## config.mk

```make
export PLATFORM = sky130hd
export DESIGN_NAME = alu_div_seq
export DESIGN_NICKNAME = d
export VERILOG_FILES = /design/src/rtl/alu_div_seq.sv
export SDC_FILE = /design/constraint.sdc
export NUM_CORES = 1
export LEC_CHECK = 0
export CORE_ASPECT_RATIO = 0.7
export CORE_UTILIZATION = 53
export DETAILED_ROUTE_END_ITERATION = 12
export PLACE_DENSITY = 0.78
export SKIP_LAST_GASP = 1
export SLEW_MARGIN = 30
export SYNTH_ARGS = -nofsm -noshare
export SYNTH_HDL_FRONTEND = slang
export SYNTH_SLANG_ARGS = --single-unit
```

## constraint.sdc

```tcl
create_clock -name core_clk -period 3.5 [get_ports core_clk]
set_clock_uncertainty 0.2 [all_clocks]
set_input_delay 0.35 -clock core_clk [delete_from_list [all_inputs] [get_ports core_clk]]
set_output_delay 0.35 -clock core_clk [all_outputs]
set_load 0.03 [all_outputs]
```

## src/rtl/alu_div_seq.sv

```systemverilog
// alu_div_seq: sequential restoring radix-2 divider / remainder unit for EX.
//
// Operators (operator_i): 00 DIVU, 01 DIV, 10 REMU, 11 REM.
// One shift-subtract step per cycle on the operand magnitudes, followed by
// a single sign-correction / result-select cycle. The result is held under
// back-pressure until the EX stage consumes it with ex_ready_i.
//
// Optional feature macro: ALU_DIV_EARLY_OUT_EN
//   When defined, trivial operations (divisor zero, signed overflow,
//   |a| < |b|) skip the iteration loop and present their result one cycle
//   after acceptance. When undefined, every operation takes WIDTH+1 cycles.
//   Special-case results are identical in both builds.

module alu_div_seq #(
    parameter int WIDTH = 32,
    parameter int CNT_W = $clog2(WIDTH + 1)
) (
    input  logic             core_clk,
    input  logic             rst,
    input  logic             enable_i,
    input  logic [1:0]       operator_i,
    input  logic [WIDTH-1:0] operand_a_i,
    input  logic [WIDTH-1:0] operand_b_i,
    input  logic             ex_ready_i,
    output logic [WIDTH-1:0] result_o,
    output logic             ready_o,
    output logic             busy_o
);

    // FSM encoding
    localparam logic [1:0] IDLE   = 2'd0;
    localparam logic [1:0] CALC   = 2'd1;
    localparam logic [1:0] FINISH = 2'd2;

    // Number of shift-subtract steps for a full-width division
    localparam logic [CNT_W-1:0] CNT_LOAD = CNT_W'(WIDTH);

    // Most-negative two's complement value of the operand width
    localparam logic [WIDTH-1:0] MOST_NEG = {1'b1, {(WIDTH-1){1'b0}}};

    // ------------------------------------------------------------------
    // State
    // ------------------------------------------------------------------
    logic [1:0]       state_q,     state_d;
    logic [CNT_W-1:0] cnt_q,       cnt_d;
    logic             is_rem_q,    is_rem_d;
    logic             neg_quot_q,  neg_quot_d;
    logic             neg_rem_q,   neg_rem_d;
    logic [WIDTH-1:0] divisor_q,   divisor_d;
    logic [WIDTH-1:0] quot_q,      quot_d;
    logic [WIDTH-1:0] rem_q,       rem_d;
    logic [WIDTH-1:0] result_q,    result_d;
    logic             ready_q,     ready_d;

    // ------------------------------------------------------------------
    // Acceptance-side operand conditioning
    // ------------------------------------------------------------------
    logic             op_signed;
    logic             a_neg;
    logic             b_neg;
    logic             b_zero;
    logic [WIDTH-1:0] a_abs;
    logic [WIDTH-1:0] b_abs;

    // Early-out decision (constant zero when the feature is compiled out)
    logic             early_hit;
    logic             early_ovf;

    // Iteration datapath
    logic [WIDTH:0]   partial;
    logic [WIDTH:0]   trial;
    logic             step_ok;

    // Sign-corrected final values
    logic [WIDTH-1:0] quot_fix;
    logic [WIDTH-1:0] rem_fix;
    logic [WIDTH-1:0] final_res;

    logic             accept;

    // Convert live operands to magnitudes and note which ones were negative.
    // The magnitude of MOST_NEG is itself, which reads correctly as unsigned.
    always_comb begin
        op_signed = operator_i[0];
        a_neg     = op_signed & operand_a_i[WIDTH-1];
        b_neg     = op_signed & operand_b_i[WIDTH-1];
        b_zero    = (operand_b_i == '0);
        a_abs     = a_neg ? -operand_a_i : operand_a_i;
        b_abs     = b_neg ? -operand_b_i : operand_b_i;
    end

`ifdef ALU_DIV_EARLY_OUT_EN
    // Detect operations whose result is known without iterating.
    always_comb begin
        early_ovf = op_signed && (operand_a_i == MOST_NEG) && (operand_b_i == '1);
        early_hit = b_zero | early_ovf | (a_abs < b_abs);
    end
`else
    // Early-out compiled out: every operation walks the full loop.
    assign early_ovf = 1'b0;
    assign early_hit = 1'b0;
`endif

    // One restoring step: shift the next dividend bit into the partial
    // remainder and keep the difference only if it did not borrow.
    always_comb begin
        partial = {rem_q, quot_q[WIDTH-1]};
        trial   = partial - {1'b0, divisor_q};
        step_ok = ~trial[WIDTH];
    end

    // Sign-correct the magnitudes and pick quotient or remainder.
    always_comb begin
        quot_fix  = neg_quot_q ? -quot_q : quot_q;
        rem_fix   = neg_rem_q  ? -rem_q  : rem_q;
        final_res = is_rem_q ? rem_fix : quot_fix;
    end

    // Next-state logic for the FSM and the iteration registers.
    // Acceptance is shared between IDLE and the consumption cycle of FINISH
    // so back-to-back operations skip IDLE entirely. Trivial operations are
    // loaded with their final magnitudes and a zero counter, so the next
    // cycle goes straight to FINISH through the normal correction path.
    always_comb begin
        state_d    = state_q;
        cnt_d      = cnt_q;
        is_rem_d   = is_rem_q;
        neg_quot_d = neg_quot_q;
        neg_rem_d  = neg_rem_q;
        divisor_d  = divisor_q;
        quot_d     = quot_q;
        rem_d      = rem_q;
        result_d   = result_q;
        ready_d    = ready_q;
        accept     = 1'b0;

        case (state_q)
            IDLE: begin
                accept = enable_i;
            end
            CALC: begin
                if (cnt_q == '0) begin
                    state_d  = FINISH;
                    ready_d  = 1'b1;
                    result_d = final_res;
                end else begin
                    cnt_d  = cnt_q - CNT_W'(1);
                    rem_d  = step_ok ? trial[WIDTH-1:0] : partial[WIDTH-1:0];
                    quot_d = {quot_q[WIDTH-2:0], step_ok};
                end
            end
            FINISH: begin
                if (ex_ready_i) begin
                    ready_d = 1'b0;
                    state_d = IDLE;
                    accept  = enable_i;
                end
            end
            default: begin
                state_d = IDLE;
                ready_d = 1'b0;
            end
        endcase

        if (accept) begin
            state_d   = CALC;
            ready_d   = 1'b0;
            is_rem_d  = operator_i[1];
            // Divide-by-zero quotient stays all-ones regardless of signs
            neg_quot_d = (a_neg ^ b_neg) & ~b_zero;
            neg_rem_d  = a_neg;
            divisor_d  = b_abs;
            if (early_hit) begin
                cnt_d = '0;
                if (b_zero) begin
                    quot_d = '1;
                    rem_d  = a_abs;
                end else if (early_ovf) begin
                    quot_d = a_abs;
                    rem_d  = '0;
                end else begin
                    quot_d = '0;
                    rem_d  = a_abs;
                end
            end else begin
                cnt_d  = CNT_LOAD;
                quot_d = a_abs;
                rem_d  = '0;
            end
        end
    end

    // State registers with synchronous reset; reset aborts any operation.
    always_ff @(posedge core_clk) begin
        if (rst) begin
            state_q    <= IDLE;
            cnt_q      <= '0;
            is_rem_q   <= 1'b0;
            neg_quot_q <= 1'b0;
            neg_rem_q  <= 1'b0;
            divisor_q  <= '0;
            quot_q     <= '0;
            rem_q      <= '0;
            result_q   <= '0;
            ready_q    <= 1'b0;
        end else begin
            state_q    <= state_d;
            cnt_q      <= cnt_d;
            is_rem_q   <= is_rem_d;
            neg_quot_q <= neg_quot_d;
            neg_rem_q  <= neg_rem_d;
            divisor_q  <= divisor_d;
            quot_q     <= quot_d;
            rem_q      <= rem_d;
            result_q   <= result_d;
            ready_q    <= ready_d;
        end
    end

    assign result_o = result_q;
    assign ready_o  = ready_q;
    assign busy_o   = (state_q != IDLE);

endmodule
```

==> results.ini <==
[die]
core_area_mm2=0.0182
rows=41
ios=104
start_util_pct=54.7
die_x_um=166
dieArea_mm2=0.0193
die_y_um=117

[sta]
clock.fmax_ghz=0.291
final.min_clock_period_ps=3440
rsz0062_at_grt=true
min_period_over_period_pct=98.2
max_slew_margin_pct=35.2
setup_ws_ps=62.6
hold_slack_ps=255
final_hold_viol_count=0
worstMarginPinSlew_ps=971
setup_viol=0
slew_violations=0

[global_route]
grt_overflow=0
grt_max_degree=83
grt_pass1_wl_um=47600
grt_usage_pct=30.9
grt_pass1_vias=9102
antenna_found_initial=0

[routing]
wl_per_cell_um=17.9
drc=5
vias=10200
drt_first_iter_violations=1137
wirelength_um=29800
viasPerCell=6.14
ant_nets=0
first_pass_iters=10

[clock_tree]
post_cts_buffers=0
cts_root_buffer=clkbuf_16
numCtsBuffers=17
cts_tree=yes
htreeDepth=4
insertion_delay_ps=440
numClockSinks=139
clkTransAtPathRegs_ps=60
cts_buffer_depth=2

[run_status]
run_status=finished with violations
violations=DRC

[synth]
yosys.area.top_type=dfxtp_1
synth_compound_gate_area_share_pct=25.8
syn_nets=1414
ys_warn_count=0
synth.distinct_cells=70
synth_xor_area_share_pct=13.0
yosys-mux-area-fraction_pct=3.02
synthAdderAreaFrac_pct=4.85
synth-seq-area-share_pct=28.0
synthFlopType=dfxtp_1
synth-edff-count=0
ys_seq_elements=139
synthArstFlopShare_pct=0
synth.avg_cell_area_um2=7.62
yosysTopAreaCellShare_pct=28.0
post_synth_main_area_contributors=dfxtp_1 28%, nor2_1 6.8%, xnor2_1 6.5%, xor2_1 6.3%, a21oi_1 5.5%
synth-simple-area-share_pct=20.3
synth_top_family_by_area=compound AO/OA/AOI/OAI gates
netlist_area_mm2=0.00995
synthCells=1306

[worst_setup_path]
crit_cells=11
startpoint=rem_q[24]
regToRegEndpoint=rem_q[9]
worst-endpoint-required_ps=3640
cp_slowest_cell=dfxtp_1
cp_top_family=compound AO/OA/AOI/OAI gates
cp-end-kind=register
endpoint=rem_q[9]
path_class=reg -> reg
r2r_start=rem_q[24]
cp_common_cell=a211oi_1
cp_slowest_stage_delay_ps=500
ff2ff_setup_slack_ps=60
path_cells=ha_1 -> a21oi_2 -> o211ai_1 -> a211oi_1 -> o21ai_0 -> or3_1 -> o21ai_1 -> nor2_4 -> buf_12 -> mux2i_1 -> a211oi_1
reg2reg_depth=11
cp.buffers_inverters=1
worstPathArrival_ps=3580
cp-start-kind=register
worstPathMaxFanout=22

[layout]
drive_above_1_share_pct=9.03
seq_area_mm2=0.00279
n_fill_cell=1519
multiInputGateArea_mm2=0.00671
diodes=0
area_growth_pct=22.1
nNetsFinal=1525

[placement]
io_buffers=103
hpwl_um=22200
gp_congestion=0.969
dp_slack_ps=-154

[hold_path]
hold_class=reg -> reg

[power_and_ir_drop]
ir_drop_mv=0.361
p_total_uw=5550
leakage_uw=0.00453
powerDensity_mw_per_mm2=456

[run]
cap_violations=0

-- worst register-to-register path, cell delays in order (launching register included) --
cell	delay, ps
dfxtp_1	500
ha_1	390
a21oi_2	240
o211ai_1	160
a211oi_1	310
o21ai_0	230
or3_1	390
o21ai_1	280
nor2_4	70
buf_12	180
mux2i_1	150
a211oi_1	250
-- synth_stat cells (all sizes together) (8+ instances only) --
| cell type | instances |
|---|---|
| a21oi | 109 |
| inv | 53 |
| nor3 | 25 |
| clkbuf | 68 |
| nand3 | 32 |
| a311oi | 8 |
| or4 | 17 |
| xnor2 | 74 |
| dfxtp | 139 |
| buf | 12 |
| o211ai | 12 |
| a22oi | 16 |
| a221oi | 13 |
| nand2b | 15 |
| nor2b | 8 |
| mux2i | 30 |
| ha | 37 |
| or3 | 13 |
| nand2 | 100 |
| nor2 | 181 |
| o31ai | 31 |
| a211oi | 70 |
| o21ai | 70 |
| xor2 | 73 |
| o41ai | 13 |
-- what timing repair did --
action / in CTS / in global routing
hold buffers: 1 / 0
endpoints found under the setup margin: 0 / 29
endpoints found under the hold margin: 4 / 0
resized for setup: 0 / 4
-- worst min-delay path by stage --
| stage | startpoint | endpoint | slack (ps) | cells past startpoint |
|---|---|---|---|---|
| 3_5_place_dp | divisor_q[31] | divisor_q[31] | 250 | 2 |
| 5_1_grt | result_o[28] | result_o[28] | 280 | 2 |
| 3_3_place_gp | divisor_q[31] | divisor_q[31] | 240 | 2 |
| 2_1_floorplan | divisor_q[31] | divisor_q[31] | 230 | 2 |
| 6_report | divisor_q[31] | divisor_q[31] | 250 | 2 |
| 4_1_cts | divisor_q[31] | divisor_q[31] | 260 | 2 |
-- stage by stage --
stage	setup TNS [ps]	cells	util (%)	instance area (um2)
after detailed placement	-532	1633	63.3	11500
after global placement	-275	1633	63.3	11500
after floorplan	0	1306	-	9950
final	0	1665	66.8	12200
after CTS	0	1665	66.6	12100
after global routing	-59.7	1665	66.8	12200
-- cells by family (layout without fill, tap and decap cells) --
logic type,count (synthesis),count (layout)
and+or+nand+nor,430,430
AOI/OAI and AO/OA,389,389
xor gates and xnor gates,147,147
DFF,139,139
buffers and inverters,133,256
adders and majority gates,38,38
muxes,30,30
-- per-layer routing --
layer	up-vias	share of wire, %	GRT usage (%)	routed length, um
met5	-	0	0	0
met4	0	1.2	8.66	349
met3	40	9.3	6.64	2760
met2	457	41	45.6	12300
met1	4800	48	45.2	14400
li1	4921	-	-	-
-- report_power, final --
part	internal (uW)	switching, uW
Combinational	763	1070
Sequential	1700	138
Clock	1120	747
Total	3590	1960
-- state kept, by name, indices dropped and copies added (netlist names) --
register    cells
neg_quot_q      1
divisor_q      32
is_rem_q        1
neg_rem_q       1
rem_q          32
result_o       32
quot_q         32
state_q         2
cnt_q           6
-- cells in the final DEF (no fill, tap or decap), types with 5 or more instances in the layout --
master | Yosys | final
a211o_1 | 5 | 5
a211oi_1 | 70 | 70
a21o_1 | 5 | 5
a21oi_1 | 109 | 108
a221oi_1 | 13 | 13
a22oi_1 | 16 | 16
a311oi_1 | 8 | 8
a31oi_1 | 6 | 6
and3_1 | 7 | 7
buf_4 | 1 | 67
clkbuf_16 | 0 | 17
clkdlybuf4s50_1 | 0 | 102
dfxtp_1 | 139 | 137
ha_1 | 37 | 37
inv_1 | 53 | 53
mux2i_1 | 30 | 30
nand2_1 | 100 | 100
nand2b_1 | 14 | 14
nand3_1 | 32 | 32
nand4_1 | 6 | 6
nor2_1 | 181 | 179
nor2b_1 | 7 | 7
nor3_1 | 23 | 22
nor4_1 | 6 | 6
o211ai_1 | 12 | 12
o21ai_0 | 68 | 68
o21bai_1 | 7 | 7
o22ai_1 | 6 | 6
o31ai_1 | 29 | 29
o41ai_1 | 12 | 12
or3_1 | 11 | 11
or4_1 | 15 | 14
xnor2_1 | 74 | 74
xor2_1 | 72 | 72
-- cell type report --
class                           instances  share of cell area [%]
Multi-Input combinational cell       1034                    55.2
Sequential cell                       139                    22.9
Timing Repair Buffer                  172                    12.9
Clock buffer                           18                    3.53
Tap cell                              236                    2.43
Inverter                               53                    1.64
Clock inverter                         13                    1.38
(Power assumes the default switching activity.)
